==> config.mk <==
export PLATFORM = sky130hd
export DESIGN_NAME = ri5cy_ahb_arbiter_flat
export DESIGN_NICKNAME = d
export VERILOG_FILES = /design/src/rtl/ri5cy_ahb_arbiter_pkg.sv /design/src/rtl/ri5cy_ahb_arbiter_if.sv /design/src/rtl/ri5cy_ahb_arbiter_rr_arb2.sv /design/src/rtl/ri5cy_ahb_arbiter.sv /design/src/flat_wrapper.sv
export SDC_FILE = /design/constraint.sdc
export NUM_CORES = 1
export LEC_CHECK = 0
export CORE_AREA = 2 2 111 113
export DETAILED_ROUTE_END_ITERATION = 12
export DIE_AREA = 0 0 113 115
export GPL_TIMING_DRIVEN = 0
export PLACE_DENSITY = 0.7
export SETUP_SLACK_MARGIN = 0.4
export SLEW_MARGIN = 20
export SYNTH_ARGS = -nofsm -noshare
export SYNTH_HDL_FRONTEND = slang
export SYNTH_HIERARCHICAL = 1
export SYNTH_SLANG_ARGS = --single-unit
==> constraint.sdc <==
create_clock -name core_clk -period 1.3 [get_ports core_clk]
set_input_delay 0.195 -clock core_clk [delete_from_list [all_inputs] [get_ports core_clk]]
set_output_delay 0.195 -clock core_clk [all_outputs]
set_load 0.01 [all_outputs]
==> src/rtl/ri5cy_ahb_arbiter_pkg.sv <==
// ri5cy_ahb_pkg: shared AHB encodings, arbiter state/owner types and byte-enable decode
package ri5cy_ahb_pkg;

    localparam logic [1:0] HTRANS_IDLE   = 2'b00;
    localparam logic [1:0] HTRANS_NONSEQ = 2'b10;
    localparam logic [2:0] HSIZE_BYTE    = 3'b000;
    localparam logic [2:0] HSIZE_HALF    = 3'b001;
    localparam logic [2:0] HSIZE_WORD    = 3'b010;
    localparam logic [2:0] HBURST_SINGLE = 3'b000;

    typedef enum logic {IDLE, DPHASE} arb_state_t;
    typedef enum logic {INSTR, DATA} owner_t;

    typedef struct packed {
        logic [2:0] size;
        logic [1:0] off;
    } size_off_t;

    // Unsupported byte-enable patterns fall back to an aligned word access
    function automatic size_off_t be_to_size(input logic [3:0] be);
        case (be)
            4'b0011: return '{size: HSIZE_HALF, off: 2'd0};
            4'b1100: return '{size: HSIZE_HALF, off: 2'd2};
            4'b0001: return '{size: HSIZE_BYTE, off: 2'd0};
            4'b0010: return '{size: HSIZE_BYTE, off: 2'd1};
            4'b0100: return '{size: HSIZE_BYTE, off: 2'd2};
            4'b1000: return '{size: HSIZE_BYTE, off: 2'd3};
            default: return '{size: HSIZE_WORD, off: 2'd0};
        endcase
    endfunction

endpackage

==> src/rtl/ri5cy_ahb_arbiter_if.sv <==
// ri5cy_ahb_arbiter_if: RI5CY instr/data req-gnt-rvalid ports plus the shared AHB-Lite master port
interface ri5cy_ahb_arbiter_if #(
    parameter int AHB_ADDR_WIDTH = 32,
    parameter int AHB_DATA_WIDTH = 32
);
    logic                      instr_req_i;
    logic [AHB_ADDR_WIDTH-1:0] instr_addr_i;
    logic                      instr_gnt_o;
    logic                      instr_rvalid_o;
    logic [31:0]               instr_rdata_o;
    logic                      instr_err_o;
    logic                      data_req_i;
    logic                      data_we_i;
    logic [3:0]                data_be_i;
    logic [AHB_ADDR_WIDTH-1:0] data_addr_i;
    logic [31:0]               data_wdata_i;
    logic                      data_gnt_o;
    logic                      data_rvalid_o;
    logic [31:0]               data_rdata_o;
    logic                      data_err_o;
    logic [AHB_ADDR_WIDTH-1:0] haddr_o;
    logic [AHB_DATA_WIDTH-1:0] hwdata_o;
    logic                      hwrite_o;
    logic [2:0]                hsize_o;
    logic [2:0]                hburst_o;
    logic [3:0]                hprot_o;
    logic [1:0]                htrans_o;
    logic                      hmastlock_o;
    logic                      hsel_o;
    logic                      hready_o;
    logic [AHB_DATA_WIDTH-1:0] hrdata_i;
    logic                      hreadyout_i;
    logic                      hresp_i;

    modport master (
        input  instr_req_i, instr_addr_i, data_req_i, data_we_i, data_be_i, data_addr_i,
               data_wdata_i, hrdata_i, hreadyout_i, hresp_i,
        output instr_gnt_o, instr_rvalid_o, instr_rdata_o, instr_err_o,
               data_gnt_o, data_rvalid_o, data_rdata_o, data_err_o,
               haddr_o, hwdata_o, hwrite_o, hsize_o, hburst_o, hprot_o, htrans_o,
               hmastlock_o, hsel_o, hready_o
    );

    modport slave (
        output instr_req_i, instr_addr_i, data_req_i, data_we_i, data_be_i, data_addr_i,
               data_wdata_i, hrdata_i, hreadyout_i, hresp_i,
        input  instr_gnt_o, instr_rvalid_o, instr_rdata_o, instr_err_o,
               data_gnt_o, data_rvalid_o, data_rdata_o, data_err_o,
               haddr_o, hwdata_o, hwrite_o, hsize_o, hburst_o, hprot_o, htrans_o,
               hmastlock_o, hsel_o, hready_o
    );
endinterface

==> src/rtl/ri5cy_ahb_arbiter_rr_arb2.sv <==
// ri5cy_rr_arb2: two-way instr/data arbiter, round-robin on last winner or fixed data priority
module ri5cy_rr_arb2
    import ri5cy_ahb_pkg::*;
#(
    parameter bit ARB_RR = 1'b1
) (
    input  logic   clk_i,
    input  logic   rstn_i,
    input  logic   req_instr_i,
    input  logic   req_data_i,
    input  logic   advance_i,
    output owner_t winner_o
);
    owner_t last_q, last_d;

    assign winner_o = (ARB_RR && req_instr_i && req_data_i)
                      ? ((last_q == INSTR) ? DATA : INSTR)
                      : (req_data_i ? DATA : INSTR);
    assign last_d   = advance_i ? winner_o : last_q;

    always_ff @(posedge clk_i) begin
        last_q <= rstn_i ? last_d : INSTR;
    end
endmodule

==> src/rtl/ri5cy_ahb_arbiter.sv <==
// ri5cy_ahb_arbiter: non-pipelined sharing of one AHB-Lite master port by the RI5CY instr and data ports
module ri5cy_ahb_arbiter
    import ri5cy_ahb_pkg::*;
#(
    parameter int AHB_ADDR_WIDTH = 32,
    parameter int AHB_DATA_WIDTH = 32,
    parameter bit ARB_RR         = 1'b1
) (
    input logic                 core_clk,
    input logic                 core_rstn,
    ri5cy_ahb_arbiter_if.master bus
);
    arb_state_t                state_q;
    owner_t                    owner_q, winner;
    logic                      we_q;
    logic [AHB_DATA_WIDTH-1:0] wdata_q;
    logic                      addr_phase, grant, resp, win_data;
    size_off_t                 so;
    logic [AHB_ADDR_WIDTH-1:0] data_haddr, instr_haddr;

    ri5cy_rr_arb2 #(.ARB_RR(ARB_RR)) u_arb (
        .clk_i      (core_clk),
        .rstn_i     (core_rstn),
        .req_instr_i(bus.instr_req_i),
        .req_data_i (bus.data_req_i),
        .advance_i  (grant),
        .winner_o   (winner)
    );

    // Outputs are masked while reset is held so nothing escapes during the reset cycle
    assign addr_phase  = core_rstn && state_q == IDLE && (bus.instr_req_i || bus.data_req_i);
    assign grant       = addr_phase && bus.hreadyout_i;
    assign resp        = core_rstn && state_q == DPHASE && bus.hreadyout_i;
    assign win_data    = addr_phase && winner == DATA;
    assign so          = be_to_size(bus.data_be_i);
    assign data_haddr  = {bus.data_addr_i[AHB_ADDR_WIDTH-1:2], so.off};
    assign instr_haddr = {bus.instr_addr_i[AHB_ADDR_WIDTH-1:2], 2'b00};

    assign bus.htrans_o    = addr_phase ? HTRANS_NONSEQ : HTRANS_IDLE;
    assign bus.hsel_o      = addr_phase;
    assign bus.haddr_o     = !addr_phase ? '0 : win_data ? data_haddr : instr_haddr;
    assign bus.hsize_o     = win_data ? so.size : HSIZE_WORD;
    assign bus.hwrite_o    = win_data && bus.data_we_i;
    assign bus.hprot_o     = {3'b000, win_data};
    assign bus.hburst_o    = HBURST_SINGLE;
    assign bus.hmastlock_o = 1'b0;
    assign bus.hready_o    = bus.hreadyout_i;
    assign bus.hwdata_o    = wdata_q;

    assign bus.instr_gnt_o    = grant && winner == INSTR;
    assign bus.data_gnt_o     = grant && winner == DATA;
    assign bus.instr_rvalid_o = resp && owner_q == INSTR;
    assign bus.data_rvalid_o  = resp && owner_q == DATA;
    assign bus.instr_rdata_o  = bus.instr_rvalid_o ? bus.hrdata_i : '0;
    assign bus.data_rdata_o   = bus.data_rvalid_o ? bus.hrdata_i : '0;
    assign bus.instr_err_o    = bus.instr_rvalid_o && bus.hresp_i;
    assign bus.data_err_o     = bus.data_rvalid_o && bus.hresp_i;

    always_ff @(posedge core_clk) begin
        if (!core_rstn) begin
            state_q <= IDLE;
            owner_q <= INSTR;
            we_q    <= 1'b0;
            wdata_q <= '0;
        end else begin
            state_q <= grant ? DPHASE : resp ? IDLE : state_q;
            if (grant) begin
                owner_q <= winner;
                we_q    <= winner == DATA && bus.data_we_i;
                wdata_q <= winner == DATA ? bus.data_wdata_i : '0;
            end
        end
    end

    logic unused_we;
    assign unused_we = we_q;
endmodule

==> src/flat_wrapper.sv <==
// flat-port wrapper written by rule: the top's interface ports become plain ports
module ri5cy_ahb_arbiter_flat import ri5cy_ahb_pkg::*;
#(
    parameter int AHB_ADDR_WIDTH = 32,
    parameter int AHB_DATA_WIDTH = 32,
    parameter bit ARB_RR         = 1'b1
)
  (core_clk, core_rstn, bus_instr_req_i, bus_instr_addr_i, bus_data_req_i, bus_data_we_i, bus_data_be_i, bus_data_addr_i, bus_data_wdata_i, bus_hrdata_i, bus_hreadyout_i, bus_hresp_i, bus_instr_gnt_o, bus_instr_rvalid_o, bus_instr_rdata_o, bus_instr_err_o, bus_data_gnt_o, bus_data_rvalid_o, bus_data_rdata_o, bus_data_err_o, bus_haddr_o, bus_hwdata_o, bus_hwrite_o, bus_hsize_o, bus_hburst_o, bus_hprot_o, bus_htrans_o, bus_hmastlock_o, bus_hsel_o, bus_hready_o);
  ri5cy_ahb_arbiter_if #(.AHB_ADDR_WIDTH(AHB_ADDR_WIDTH), .AHB_DATA_WIDTH(AHB_DATA_WIDTH)) bus_i ();
  input logic core_clk;
  input logic core_rstn;
  input wire logic [$bits(bus_i.instr_req_i)-1:0] bus_instr_req_i;
  input wire logic [$bits(bus_i.instr_addr_i)-1:0] bus_instr_addr_i;
  input wire logic [$bits(bus_i.data_req_i)-1:0] bus_data_req_i;
  input wire logic [$bits(bus_i.data_we_i)-1:0] bus_data_we_i;
  input wire logic [$bits(bus_i.data_be_i)-1:0] bus_data_be_i;
  input wire logic [$bits(bus_i.data_addr_i)-1:0] bus_data_addr_i;
  input wire logic [$bits(bus_i.data_wdata_i)-1:0] bus_data_wdata_i;
  input wire logic [$bits(bus_i.hrdata_i)-1:0] bus_hrdata_i;
  input wire logic [$bits(bus_i.hreadyout_i)-1:0] bus_hreadyout_i;
  input wire logic [$bits(bus_i.hresp_i)-1:0] bus_hresp_i;
  output wire logic [$bits(bus_i.instr_gnt_o)-1:0] bus_instr_gnt_o;
  output wire logic [$bits(bus_i.instr_rvalid_o)-1:0] bus_instr_rvalid_o;
  output wire logic [$bits(bus_i.instr_rdata_o)-1:0] bus_instr_rdata_o;
  output wire logic [$bits(bus_i.instr_err_o)-1:0] bus_instr_err_o;
  output wire logic [$bits(bus_i.data_gnt_o)-1:0] bus_data_gnt_o;
  output wire logic [$bits(bus_i.data_rvalid_o)-1:0] bus_data_rvalid_o;
  output wire logic [$bits(bus_i.data_rdata_o)-1:0] bus_data_rdata_o;
  output wire logic [$bits(bus_i.data_err_o)-1:0] bus_data_err_o;
  output wire logic [$bits(bus_i.haddr_o)-1:0] bus_haddr_o;
  output wire logic [$bits(bus_i.hwdata_o)-1:0] bus_hwdata_o;
  output wire logic [$bits(bus_i.hwrite_o)-1:0] bus_hwrite_o;
  output wire logic [$bits(bus_i.hsize_o)-1:0] bus_hsize_o;
  output wire logic [$bits(bus_i.hburst_o)-1:0] bus_hburst_o;
  output wire logic [$bits(bus_i.hprot_o)-1:0] bus_hprot_o;
  output wire logic [$bits(bus_i.htrans_o)-1:0] bus_htrans_o;
  output wire logic [$bits(bus_i.hmastlock_o)-1:0] bus_hmastlock_o;
  output wire logic [$bits(bus_i.hsel_o)-1:0] bus_hsel_o;
  output wire logic [$bits(bus_i.hready_o)-1:0] bus_hready_o;
  assign bus_i.instr_req_i = bus_instr_req_i;
  assign bus_i.instr_addr_i = bus_instr_addr_i;
  assign bus_i.data_req_i = bus_data_req_i;
  assign bus_i.data_we_i = bus_data_we_i;
  assign bus_i.data_be_i = bus_data_be_i;
  assign bus_i.data_addr_i = bus_data_addr_i;
  assign bus_i.data_wdata_i = bus_data_wdata_i;
  assign bus_i.hrdata_i = bus_hrdata_i;
  assign bus_i.hreadyout_i = bus_hreadyout_i;
  assign bus_i.hresp_i = bus_hresp_i;
  assign bus_instr_gnt_o = bus_i.instr_gnt_o;
  assign bus_instr_rvalid_o = bus_i.instr_rvalid_o;
  assign bus_instr_rdata_o = bus_i.instr_rdata_o;
  assign bus_instr_err_o = bus_i.instr_err_o;
  assign bus_data_gnt_o = bus_i.data_gnt_o;
  assign bus_data_rvalid_o = bus_i.data_rvalid_o;
  assign bus_data_rdata_o = bus_i.data_rdata_o;
  assign bus_data_err_o = bus_i.data_err_o;
  assign bus_haddr_o = bus_i.haddr_o;
  assign bus_hwdata_o = bus_i.hwdata_o;
  assign bus_hwrite_o = bus_i.hwrite_o;
  assign bus_hsize_o = bus_i.hsize_o;
  assign bus_hburst_o = bus_i.hburst_o;
  assign bus_hprot_o = bus_i.hprot_o;
  assign bus_htrans_o = bus_i.htrans_o;
  assign bus_hmastlock_o = bus_i.hmastlock_o;
  assign bus_hsel_o = bus_i.hsel_o;
  assign bus_hready_o = bus_i.hready_o;
  ri5cy_ahb_arbiter #(.AHB_ADDR_WIDTH(AHB_ADDR_WIDTH), .AHB_DATA_WIDTH(AHB_DATA_WIDTH), .ARB_RR(ARB_RR)) u_core (.core_clk(core_clk), .core_rstn(core_rstn), .bus(bus_i));
endmodule
==> key figures <==
CTS
  • CTS tree: done
  • # H-tree levels: 2
  • Clk_lat worst skew: roughly 0.27 ns
  • Number of buffers created by CTS: 5
  • Clk pin slew, worst setup/hold paths: around 0.05 ns
  • CTS sink count: 35
  • Clock Tree Root: clkbuf_16
  • CTS Hold Bufs: 0
  • Clk buf depth: 2

Global route
  • All-layer global routing usage: between 15 and 20%
  • Largest net degree at the start of global routing: 11
  • Initial antenna violation count: 0
  • Total grt overflow: 0
  • First-pass GRT wire length: roughly 17000 um
  • Vias in the first global route: around 3200

Yosys
  • Cell accounting for the most synthesized area: dfxtp_1
  • Distinct cells, synth: 26
  • Mapped Cells: about 260
  • Mapped Area: around 2200 um2
  • Synth warnings: 6
  • Largest cells by area after synthesis: dfxtp_1 (32%), and2_1 (19%), mux2i_1 (14%)
  • Sequential share of the synthesized area: 31.58%
  • Seq cells post-synth: 35
  • Share of the synthesized area in the top cell type: 31.58%
  • Average size of a mapped cell: between 8 and 9 um2

Worst setup path
  • Slowest cell on crit path: dfxtp_2
  • Critical Path End Type: output port
  • Setup CP Type: reg2out
  • Critical Path AT: roughly 1.6 ns
  • Largest stage delay, worst path: about 0.33 ns
  • Crit start category: register
  • Critical Path RT: 1.11 ns
  • Max FO, Critical Path: 7
  • CP cell instances: a21boi_4 > buf_12 > buf_12 > and4_4 > buf_6 > buf_8 > buf_6

Placed design
  • Detailed Place HPWL: a little under 9000 um
  • IO Port Bufs: approximately 280
  • Final GP Congestion: slightly below 0.8

Timing
  • Fmax: between 0.5 and 0.6 GHz
  • Setup WS post-layout: -0.4783 ns
  • Setup violators final: roughly 140
  • Final Hold Vio Count: 0
  • Slew Limit Fails: 0
  • Final period util: 136.8%
  • Final min period: between 1.5 and 2 ns
  • Clock skew: roughly 0.0036 ns
  • Unrepaired setup endpoints after global routing: yes
  • Post-route setup TNS: -49.51 ns

Floorplan
  • Die height: between 100 and 150 um
  • # IOs: a little under 300
  • Die ar.: ~13000 um2
  • Horiz. Die Dim: between 100 and 150 um
  • # rows: 40
  • Initial core utilization: a little under a fifth
  • Core area: between 10000 and 15000 um2

Routing
  • Pre-Repair DR Iteration Count: 8
  • Avg WL per Cell: approximately 16 um
  • Post-Route WL: roughly 12000 um
  • Vias per cell: approximately 4.3
  • Via count: 3237
  • ANT nets after route: 0
  • Initial DRC count: ~130
  • Number of remaining DRC errors: 20

Power
  • Worst VDD drop: roughly 0.00041 V
  • PD cells: about 560 nW/um2
  • Pwr Total: around 3.7 mW
  • Static Leakage: slightly above 3 nW

Run
  • Max-Cap Viols: 0

Final layout
  • Diodes inserted: 0
  • Share of layout cells above drive strength 1: roughly three fifths
  • Area delta synth->final: 197.5%
  • Layout Nets: ~750

Outcome
  • Failing checks: design-rule violations, negative setup slack
  • Outcome: complete, but fails checks

Worst hold path
  • Tightest Hold Check Type: in2reg
==> Yosys cell counts (all sizes together) <==
library cell and number:
a21boi 2, a22o 32, a31o 2, a31oi 1
and2 67, and3b 1, and4 1, buf 24
clkbuf 8, conb 1, dfxtp 35, inv 4
mux2i 30, nand2 3, nand3 3, nor2 36
nor4 2, nor4bb 1, o21ai 1, o21ba 1
xnor2 1, xor2 1
==> state kept, by name, indices dropped and copies added (netlist names) <==
signal	cells
u_core/bus.hwdata_o	32
u_core/owner_q	1
u_core/state_q	1
u_core/u_arb/last_q	1
==> layout by cell type, fill, tap and decap left out, types with 2 or more instances in the layout <==
master	n
buf_6	147
clkdlybuf4s50_1	129
inv_4	2
buf_16	4
a21boi_4	2
buf_4	26
conb_1	9
nor4_4	2
dfxtp_2	34
clkbuf_16	8
nor2_4	3
buf_8	13
buf_2	35
clkbuf_1	2
mux2i_1	28
buf_12	7
nor2_1	30
nor2_2	3
a22o_1	32
dlygate4sd2_1	3
and2_4	66
nand3_4	3
==> cell families after synthesis <==
group | Yosys count | synth area share [%]
mux | 30 | 13.54
buf+inv | 36 | 9.927
xor+xnor | 2 | 0.7898
simple gates | 114 | 28.31
flops | 35 | 31.58
compound gates | 39 | 15.68
other cells | 1 | 0.1690
==> final timing paths <==
kind         depth (start not counted)                      end               startpoint  slack [ns]
max                                  7           bus_data_gnt_o      u_core/u_arb/last_q       -0.48
min reg2reg                          1  u_core/bus.hwdata_o[14]  u_core/bus.hwdata_o[14]        0.47
min                                  2           u_core/state_q          bus_hreadyout_i        0.15
max reg2reg                          9  u_core/bus.hwdata_o[30]           u_core/state_q       -0.45
==> power by group <==
group	internal [mW]	total [mW]	switching, mW
Clock	0.707	1.12	0.409
Sequential	1.13	1.16	0.0359
Combinational	0.925	1.45	0.521
==> layer usage <==
metal  part of all wire [%]  vias to the layer above  global-route usage (%)
li1                       -                     1559                       -
met4                    2.5                        0                   5.122
met1                     34                     1472                   16.49
met3                    9.8                       19                   4.533
met2                     54                      187                   32.34
met5                      0                        -                       0
==> layout make-up <==
type	count	area (um2)
Sequential cell	35	747.0
Clock inverter	1	5.005
Inverter	4	20.02
Buffer	32	376.6
Fill cell	1012	5213
Tap cell	147	183.9
Clock buffer	7	132.6
Multi-Input combinational cell	194	1630
Timing Repair Buffer	337	3503
==> metrics by stage <==
stage          cells  util (%)  hold slack (ns)  setup slack [ns]  area (um2)
2_1_floorplan    265         -           0.2984           0.06900        2477
3_3_place_gp     687     45.84           0.4555            -1.344        5414
3_5_place_dp     687     45.84           0.4534            -1.359        5414
4_1_cts          740     52.62           0.1999           -0.5044        6215
5_1_grt          757     55.87           0.1530           -0.5184        6599
6_report         757     55.87           0.1531           -0.4783        6599
==> worst max-delay path: cells and delay by family (launching register included) <==
family,cells,cell delay [ns]
compound gates,1,0.20
flops,1,0.33
simple gates,1,0.21
buf+inv,5,0.58
==> what timing repair did <==
action                     CTS  global route
setup endpoints to repair  176           176
buffers inserted            33            15
resized for setup          795            70
cloned                      12             2
pin swaps                   41             9
(Power assumes the default switching activity.)
